<file path="config.mk">
export PLATFORM = sky130hd
export DESIGN_NAME = bfii_flat
export DESIGN_NICKNAME = d
export VERILOG_FILES = /design/src/rtl/fft_pkg.sv /design/src/rtl/bfii_if.sv /design/src/rtl/fft_delay_line.sv /design/src/rtl/bfii.sv /design/src/flat_wrapper.sv
export SDC_FILE = /design/constraint.sdc
export NUM_CORES = 1
export LEC_CHECK = 0
export CAP_MARGIN = 20
export CELL_PAD_IN_SITES_DETAIL_PLACEMENT = 1
export CELL_PAD_IN_SITES_GLOBAL_PLACEMENT = 1
export CORE_ASPECT_RATIO = 0.75
export CORE_UTILIZATION = 50
export DETAILED_ROUTE_END_ITERATION = 7
export PLACE_DENSITY_LB_ADDON = 0.1
export REMOVE_ABC_BUFFERS = 1
export SLEW_MARGIN = 25
export SYNTH_ARGS = -nofsm -noshare
export SYNTH_HDL_FRONTEND = slang
export SYNTH_SLANG_ARGS = --single-unit
</file>
<file path="constraint.sdc">
create_clock -name clk -period 15 [get_ports clk]
set_clock_uncertainty 0.05 [all_clocks]
set_input_delay 3.75 -clock clk [delete_from_list [all_inputs] [get_ports clk]]
set_output_delay 3.75 -clock clk [all_outputs]
set_load 0.005 [all_outputs]
</file>
<file path="src/rtl/fft_pkg.sv">
// Shared FFT pipeline types and elaboration helpers: complex sample type,
// per-stage delay-buffer sizing and pointer-width calculation.
package fft_pkg;

    localparam int unsigned FFT_DATA_WIDTH = 16;

    // Default-width complex sample; stages of another width declare their own.
    typedef struct packed {
        logic signed [FFT_DATA_WIDTH-1:0] re;
        logic signed [FFT_DATA_WIDTH-1:0] im;
    } cplx_t;

    function automatic int unsigned fft_clog2(input int unsigned v);
        int unsigned r;
        r = 0;
        while ((32'd1 << r) < v) begin
            r = r + 1;
        end
        return r;
    endfunction

    // radix_half selects the BF-II buffer, which is half the BF-I depth.
    function automatic int unsigned fft_buf_size(input int unsigned n, input int unsigned stage,
                                                 input bit radix_half);
        return n >> (2 * stage + (radix_half ? 2 : 1));
    endfunction

    // A single-entry buffer needs no pointer; keep one dummy bit so ports stay legal.
    function automatic int unsigned fft_ptr_w(input int unsigned buf_size);
        return (buf_size > 1) ? fft_clog2(buf_size) : 1;
    endfunction

endpackage

</file>
<file path="src/rtl/bfii_if.sv">
// Sample stream bundle between the BF-I stage, BF-II and the twiddle multiplier.
interface bfii_if #(
    parameter int unsigned DATA_WIDTH = 16
);
    logic                  in_val;
    logic [DATA_WIDTH-1:0] a_re;
    logic [DATA_WIDTH-1:0] a_im;
    logic                  b_val;
    logic [DATA_WIDTH-1:0] b_re;
    logic [DATA_WIDTH-1:0] b_im;

    modport master (output in_val, a_re, a_im, input b_val, b_re, b_im);
    modport slave  (input in_val, a_re, a_im, output b_val, b_re, b_im);
endinterface

</file>
<file path="src/rtl/fft_delay_line.sv">
// Complex circular register file with one shared read/write pointer and async clear.
// Reads are combinational from the current pointer; writes land on the clock edge.
module fft_delay_line #(
    parameter int unsigned DataWidth = 16,
    parameter int unsigned Depth     = 4,
    parameter int unsigned PtrW      = 2
) (
    input  logic                 clk,
    input  logic                 rst,
    input  logic                 we_i,
    input  logic [PtrW-1:0]      ptr_i,
    input  logic [DataWidth-1:0] wdata_re_i,
    input  logic [DataWidth-1:0] wdata_im_i,
    output logic [DataWidth-1:0] rdata_re_o,
    output logic [DataWidth-1:0] rdata_im_o
);
    logic [DataWidth-1:0] mem_re_q [Depth];
    logic [DataWidth-1:0] mem_im_q [Depth];

    always_ff @(posedge clk or posedge rst) begin
        if (rst) begin
            for (int i = 0; i < Depth; i++) begin
                mem_re_q[i] <= '0;
                mem_im_q[i] <= '0;
            end
        end else if (we_i) begin
            for (int i = 0; i < Depth; i++) begin
                if (Depth == 1 || ptr_i == PtrW'(i)) begin
                    mem_re_q[i] <= wdata_re_i;
                    mem_im_q[i] <= wdata_im_i;
                end
            end
        end
    end

    generate
        if (Depth == 1) begin : g_single
            assign rdata_re_o = mem_re_q[0];
            assign rdata_im_o = mem_im_q[0];
        end else begin : g_multi
            assign rdata_re_o = mem_re_q[ptr_i];
            assign rdata_im_o = mem_im_q[ptr_i];
        end
    endgenerate

endmodule

</file>
<file path="src/rtl/bfii.sv">
// Radix-2^2 SDF BF-II stage: -j rotation plus radix-2 butterfly through a feedback delay.
// Define BFII_SCALE_EN to halve every sum/difference instead of wrapping to DATA_WIDTH bits.
module bfii
    import fft_pkg::*;
#(
    parameter int unsigned DATA_WIDTH = 16,
    parameter int unsigned N_POINTS   = 16,
    parameter int unsigned STAGE      = 0
) (
    input logic  clk,
    input logic  rst,
    input logic  en_i,
    input logic  clr_i,
    bfii_if.slave bus_io
);
    localparam int unsigned BufSize = fft_buf_size(N_POINTS, STAGE, 1'b1);
    localparam int unsigned Lb      = fft_clog2(BufSize);
    localparam int unsigned CntW    = Lb + 2;
    localparam int unsigned PtrW    = fft_ptr_w(BufSize);
    localparam int unsigned W       = DATA_WIDTH;

    logic            accept;
    logic [CntW-1:0] cnt_q, cnt_d;
    logic            primed_q, primed_d;
    logic            s_ph, t_ph, rot;
    logic [PtrW-1:0] ptr;

    logic [W-1:0] m_re, m_im, wr_re, wr_im, out_re, out_im;
    logic [W-1:0] sum_re_r, sum_im_r, dif_re_r, dif_im_r;
    logic signed [W:0] a_re_x, a_im_x, m_re_x, m_im_x, x_re, x_im;
    logic signed [W:0] sum_re, sum_im, dif_re, dif_im;

    logic         b_val_q, b_val_d;
    logic [W-1:0] b_re_q, b_re_d, b_im_q, b_im_d;

    assign accept = en_i & bus_io.in_val & ~clr_i;
    assign s_ph   = cnt_q[Lb];
    assign t_ph   = cnt_q[Lb+1];
    assign rot    = s_ph & t_ph;

    generate
        if (Lb > 0) begin : g_ptr
            assign ptr = cnt_q[Lb-1:0];
        end else begin : g_ptr_const
            assign ptr = '0;
        end
    endgenerate

    // Everything is widened by one bit so that -(-2^(W-1)) and the sums stay exact.
    assign a_re_x = {bus_io.a_re[W-1], bus_io.a_re};
    assign a_im_x = {bus_io.a_im[W-1], bus_io.a_im};
    assign m_re_x = {m_re[W-1], m_re};
    assign m_im_x = {m_im[W-1], m_im};
    assign x_re   = rot ? a_im_x : a_re_x;
    assign x_im   = rot ? -a_re_x : a_im_x;
    assign sum_re = x_re + m_re_x;
    assign sum_im = x_im + m_im_x;
    assign dif_re = x_re - m_re_x;
    assign dif_im = x_im - m_im_x;

`ifdef BFII_SCALE_EN
    assign sum_re_r = sum_re[W:1];
    assign sum_im_r = sum_im[W:1];
    assign dif_re_r = dif_re[W:1];
    assign dif_im_r = dif_im[W:1];
`else
    logic unused_msb;
    assign sum_re_r   = sum_re[W-1:0];
    assign sum_im_r   = sum_im[W-1:0];
    assign dif_re_r   = dif_re[W-1:0];
    assign dif_im_r   = dif_im[W-1:0];
    assign unused_msb = ^{sum_re[W], sum_im[W], dif_re[W], dif_im[W]};
`endif

    // Fill phase stores the raw sample; butterfly phase stores the difference.
    assign wr_re  = s_ph ? dif_re_r : bus_io.a_re;
    assign wr_im  = s_ph ? dif_im_r : bus_io.a_im;
    assign out_re = s_ph ? sum_re_r : m_re;
    assign out_im = s_ph ? sum_im_r : m_im;

    fft_delay_line #(
        .DataWidth (W),
        .Depth     (BufSize),
        .PtrW      (PtrW)
    ) u_delay (
        .clk        (clk),
        .rst        (rst),
        .we_i       (accept),
        .ptr_i      (ptr),
        .wdata_re_i (wr_re),
        .wdata_im_i (wr_im),
        .rdata_re_o (m_re),
        .rdata_im_o (m_im)
    );

    always_comb begin
        cnt_d    = cnt_q;
        primed_d = primed_q;
        b_val_d  = b_val_q;
        b_re_d   = b_re_q;
        b_im_d   = b_im_q;
        if (en_i) begin
            if (clr_i) begin
                cnt_d    = '0;
                primed_d = 1'b0;
                b_val_d  = 1'b0;
            end else if (bus_io.in_val) begin
                cnt_d   = cnt_q + CntW'(1);
                b_val_d = primed_q;
                b_re_d  = out_re;
                b_im_d  = out_im;
                if (cnt_q == CntW'(BufSize - 1)) begin
                    primed_d = 1'b1;
                end
            end else begin
                b_val_d = 1'b0;
            end
        end
    end

    always_ff @(posedge clk or posedge rst) begin
        if (rst) begin
            cnt_q    <= '0;
            primed_q <= 1'b0;
            b_val_q  <= 1'b0;
            b_re_q   <= '0;
            b_im_q   <= '0;
        end else begin
            cnt_q    <= cnt_d;
            primed_q <= primed_d;
            b_val_q  <= b_val_d;
            b_re_q   <= b_re_d;
            b_im_q   <= b_im_d;
        end
    end

    assign bus_io.b_val = b_val_q;
    assign bus_io.b_re  = b_re_q;
    assign bus_io.b_im  = b_im_q;

endmodule
</file>
<file path="src/flat_wrapper.sv">
// flat-port wrapper written by rule: the top's interface ports become plain ports
module bfii_flat import fft_pkg::*;
#(
    parameter int unsigned DATA_WIDTH = 16,
    parameter int unsigned N_POINTS   = 16,
    parameter int unsigned STAGE      = 0
)
  (clk, rst, en_i, clr_i, bus_io_in_val, bus_io_a_re, bus_io_a_im, bus_io_b_val, bus_io_b_re, bus_io_b_im);
  bfii_if #(.DATA_WIDTH(DATA_WIDTH)) bus_io_i ();
  input logic clk;
  input logic rst;
  input logic en_i;
  input logic clr_i;
  input wire logic [$bits(bus_io_i.in_val)-1:0] bus_io_in_val;
  input wire logic [$bits(bus_io_i.a_re)-1:0] bus_io_a_re;
  input wire logic [$bits(bus_io_i.a_im)-1:0] bus_io_a_im;
  output wire logic [$bits(bus_io_i.b_val)-1:0] bus_io_b_val;
  output wire logic [$bits(bus_io_i.b_re)-1:0] bus_io_b_re;
  output wire logic [$bits(bus_io_i.b_im)-1:0] bus_io_b_im;
  assign bus_io_i.in_val = bus_io_in_val;
  assign bus_io_i.a_re = bus_io_a_re;
  assign bus_io_i.a_im = bus_io_a_im;
  assign bus_io_b_val = bus_io_i.b_val;
  assign bus_io_b_re = bus_io_i.b_re;
  assign bus_io_b_im = bus_io_i.b_im;
  bfii #(.DATA_WIDTH(DATA_WIDTH), .N_POINTS(N_POINTS), .STAGE(STAGE)) u_core (.clk(clk), .rst(rst), .en_i(en_i), .clr_i(clr_i), .bus_io(bus_io_i));
endmodule
</file>
==> flow_summary.json <==
{
  "outcome": "completed",
  "numCtsBuffers": 17,
  "clkPwrFrac_pct": 24.3,
  "seqCellArea_mm2": 0.004156,
  "multi_input_area_mm2": 0.006500,
  "hold_violations": 0,
  "cts.sinks": 166,
  "synth_seq_cells": 166,
  "r2r_start": "u_core.cnt_q[0]",
  "synth_flop_cell": "dfrtp_1",
  "yosys.cell_types.count": 79,
  "num_rows": 47,
  "layout-drive-gt1-share_pct": 10.01,
  "holdCritStartpoint": "u_core.u_delay.mem_im_q[33]",
  "fillCellCount": 2529,
  "p_int_w": 0.001158,
  "hp-class": "reg -> reg",
  "leakagePower_nw": 5.451,
  "grt_usage_pct": 31.32,
  "portBuffers": 69,
  "cts_root_buf": "clkbuf_16",
  "power.switching_w": 0.0007203,
  "power_frac_seq_pct": 33.3,
  "timing.fmax_mhz": 136.4,
  "rsz0062_at_grt": "no",
  "syn_inst": 1256,
  "nets": 1382,
  "totalPowerFinal_w": 0.001878,
  "antenna_found_initial": 0,
  "hpwl_um": 23610,
  "holdPathEnd": "u_core.u_delay.mem_im_q[33]",
  "area_growth_pct": 13.02,
  "start_util_pct": 50.94,
  "layout_commonest_cell": "nand2_1",
  "coreArea_mm2": 0.02199,
  "wl_um": 34750,
  "slew_violations": 0,
  "hold_buffers": 0,
  "post-route-period-util_pct": 48.87,
  "reg2reg_setup_slack_ns": 10.51,
  "first_global_vias": 9914,
  "place_congestion": 0.8881,
  "maxCapViolations": 0,
  "post-route-min-period_ns": 7.330,
  "p_comb_share_pct": 42.4,
  "drtAntennaViolNets": 0,
  "hold_depth": 2,
  "clock_path_buffers": 2,
  "first_pass_iters": 5,
  "die_y_um": 131.6,
  "reg2reg_to": "u_core.bus_io.b_re[14]",
  "drcViolationCount": 0,
  "ff2ff_path_depth": 12,
  "synthArstFlopShare_pct": 100.0,
  "ios": 70,
  "grt_overflow_total": 0,
  "mostFrequentLayoutCells": "nand2_1, dfrtp_1, o21ai_0",
  "clock_latency_ns": 0.46,
  "cp.arrival_ns": 7.60,
  "end_kind": "flop",
  "fp.dieW_um": 174.8,
  "syn-cell-area_mm2": 0.01120,
  "ctsResizeCount": 0,
  "vias_per_cell": 6.018,
  "h-tree-depth": 4,
  "vdd_drop_max_mv": 0.1024,
  "die_area_mm2": 0.02302,
  "crit_fanout": 6,
  "clk_pin_slew_ns": 0.07,
  "synth_edf_count": 0,
  "cp_data_required_time_ns": 15.27,
  "postCtsSetupBuffers": 0,
  "tightest_slew_ns": 0.8961,
  "slew_headroom_pct": 40.26,
  "avgRoutedWirePerCell_um": 21.95,
  "cts_tree": "done",
  "ys_warn_count": 0,
  "syn_area_per_cell_um2": 8.920,
  "crit_type": "in -> reg",
  "drt_iter0_markers": 734,
  "grt_pass1_wl_um": 55280,
  "worstSetupStartpoint": "bus_io_a_re[2]",
  "p_per_area_mw_per_mm2": 148.3,
  "swShare_pct": 38.35,
  "grt_max_degree": 101,
  "n_antenna_cell": 0,
  "synth-seq-area-share_pct": 37.08,
  "setup_viol": 0,
  "tns_ns": 0,
  "start_kind": "input pin",
  "vias": 9526
}
==> cells by family (layout without fill, tap and decap cells) <==
family | after synthesis | count (layout) | synth area share, %
AOI/OAI and AO/OA | 345 | 345 | 18.96
buffers and inverters | 143 | 176 | 5.037
muxes | 81 | 81 | 11.00
DFF | 166 | 166 | 37.08
and+or+nand+nor | 403 | 403 | 16.12
xor gates and xnor gates | 49 | 49 | 3.831
adders and majority gates | 69 | 69 | 7.974
==> critical path, stage by stage <==
cell	delay [ns]
clkdlybuf4s50_1	0.49
nor3_1	0.52
nand2_1	0.18
xnor2_1	0.16
o21ai_0	0.34
ha_1	0.41
nor3_2	0.21
nor3_1	0.08
o41a_1	0.47
o31a_4	0.33
o21bai_2	0.14
mux2i_1	0.38
o21ai_1	0.15
==> power by group through the flow <==
stage / registers (W) / logic [W] / clock network, W
4_1_cts: 0.000623 / 0.000789 / 0.000463
3_5_place_dp: 0.000630 / 0.000774 / 0
5_1_grt: 0.000638 / 0.000878 / 0.000474
2_1_floorplan: 0.000619 / 0.000549 / 0
6_report: 0.000626 / 0.000796 / 0.000456
3_3_place_gp: 0.000623 / 0.000748 / 0
==> final cells by class <==
type / instances / share of cell area (%)
timing repair buffer: 82 / 6.383
tap: 294 / 2.905
clock inverter: 14 / 1.206
multi-input combinational: 947 / 51.33
inverter: 62 / 1.877
sequential: 166 / 32.83
clock buffer: 18 / 3.468
==> routing by layer <==
| layer | wire [um] | vias up | track usage, % |
|---|---|---|---|
| met2 | 16320 | 232 | 48.77 |
| met4 | 720 | 0 | 10.53 |
| met3 | 1471 | 53 | 5.527 |
| met1 | 16230 | 4808 | 44.07 |
| li1 | - | 4433 | - |
| met5 | 0 | - | 0 |
==> synth_stat cells (7+ instances only) <==
master / n / share of area [%]
ha_1: 65 / 7.3
buf_2: 10 / 0.45
nand3_1: 12 / 0.54
o21ai_1: 29 / 1.3
mux2_2: 17 / 1.7
a21oi_1: 56 / 2.5
dfrtp_1: 166 / 37
a21o_1: 11 / 0.74
nor2b_1: 18 / 1.0
a31oi_1: 21 / 1.2
buf_1: 7 / 0.23
or3_1: 8 / 0.45
nor2_1: 92 / 3.1
o21a_1: 8 / 0.54
nor4_1: 8 / 0.45
nand2b_1: 15 / 0.84
nor3_1: 20 / 0.89
nand2_1: 195 / 6.5
clkbuf_1: 62 / 2.1
inv_1: 60 / 2.0
o21ai_0: 152 / 6.8
xnor2_1: 37 / 2.9
xor2_1: 12 / 0.94
mux4_2: 31 / 6.2
mux2i_1: 30 / 2.7
==> state kept, by name, summed over array words and instances, names as in the netlist <==
register                 flops
u_core.cnt_q                 4
u_core.bus_io.b_re          16
u_core.u_delay.mem_re_q     64
u_core.u_delay.mem_im_q     64
u_core.bus_io.b_im          16
u_core.primed_q              1
u_core.bus_io.b_val          1
==> stage by stage <==
stage	hold slack (ns)	cell area (um^2)	worst slack, ns	cells	utilization, %
after floorplan	0.3932	10870	6.710	1175	-
after global placement	0.4073	12040	7.433	1550	54.76
after detailed placement	0.4147	12040	7.272	1550	54.76
after CTS	0.4291	12630	7.690	1582	57.45
after global routing	0.4542	12660	7.434	1583	57.57
final	0.4273	12660	7.670	1583	57.57
==> worst max-delay path by stage <==
stage                     slack [ns]  cells past startpoint                          end
final                           7.67                     13  u_core.u_delay.mem_im_q[13]
after global routing            7.43                     17  u_core.u_delay.mem_im_q[47]
after CTS                       7.69                     13  u_core.u_delay.mem_im_q[13]
after detailed placement        7.27                     15  u_core.u_delay.mem_im_q[14]
after global placement          7.43                     13  u_core.u_delay.mem_im_q[45]
after floorplan                 6.71                      1        u_core.bus_io.b_im[0]
Power figures use the tool's default switching activity.
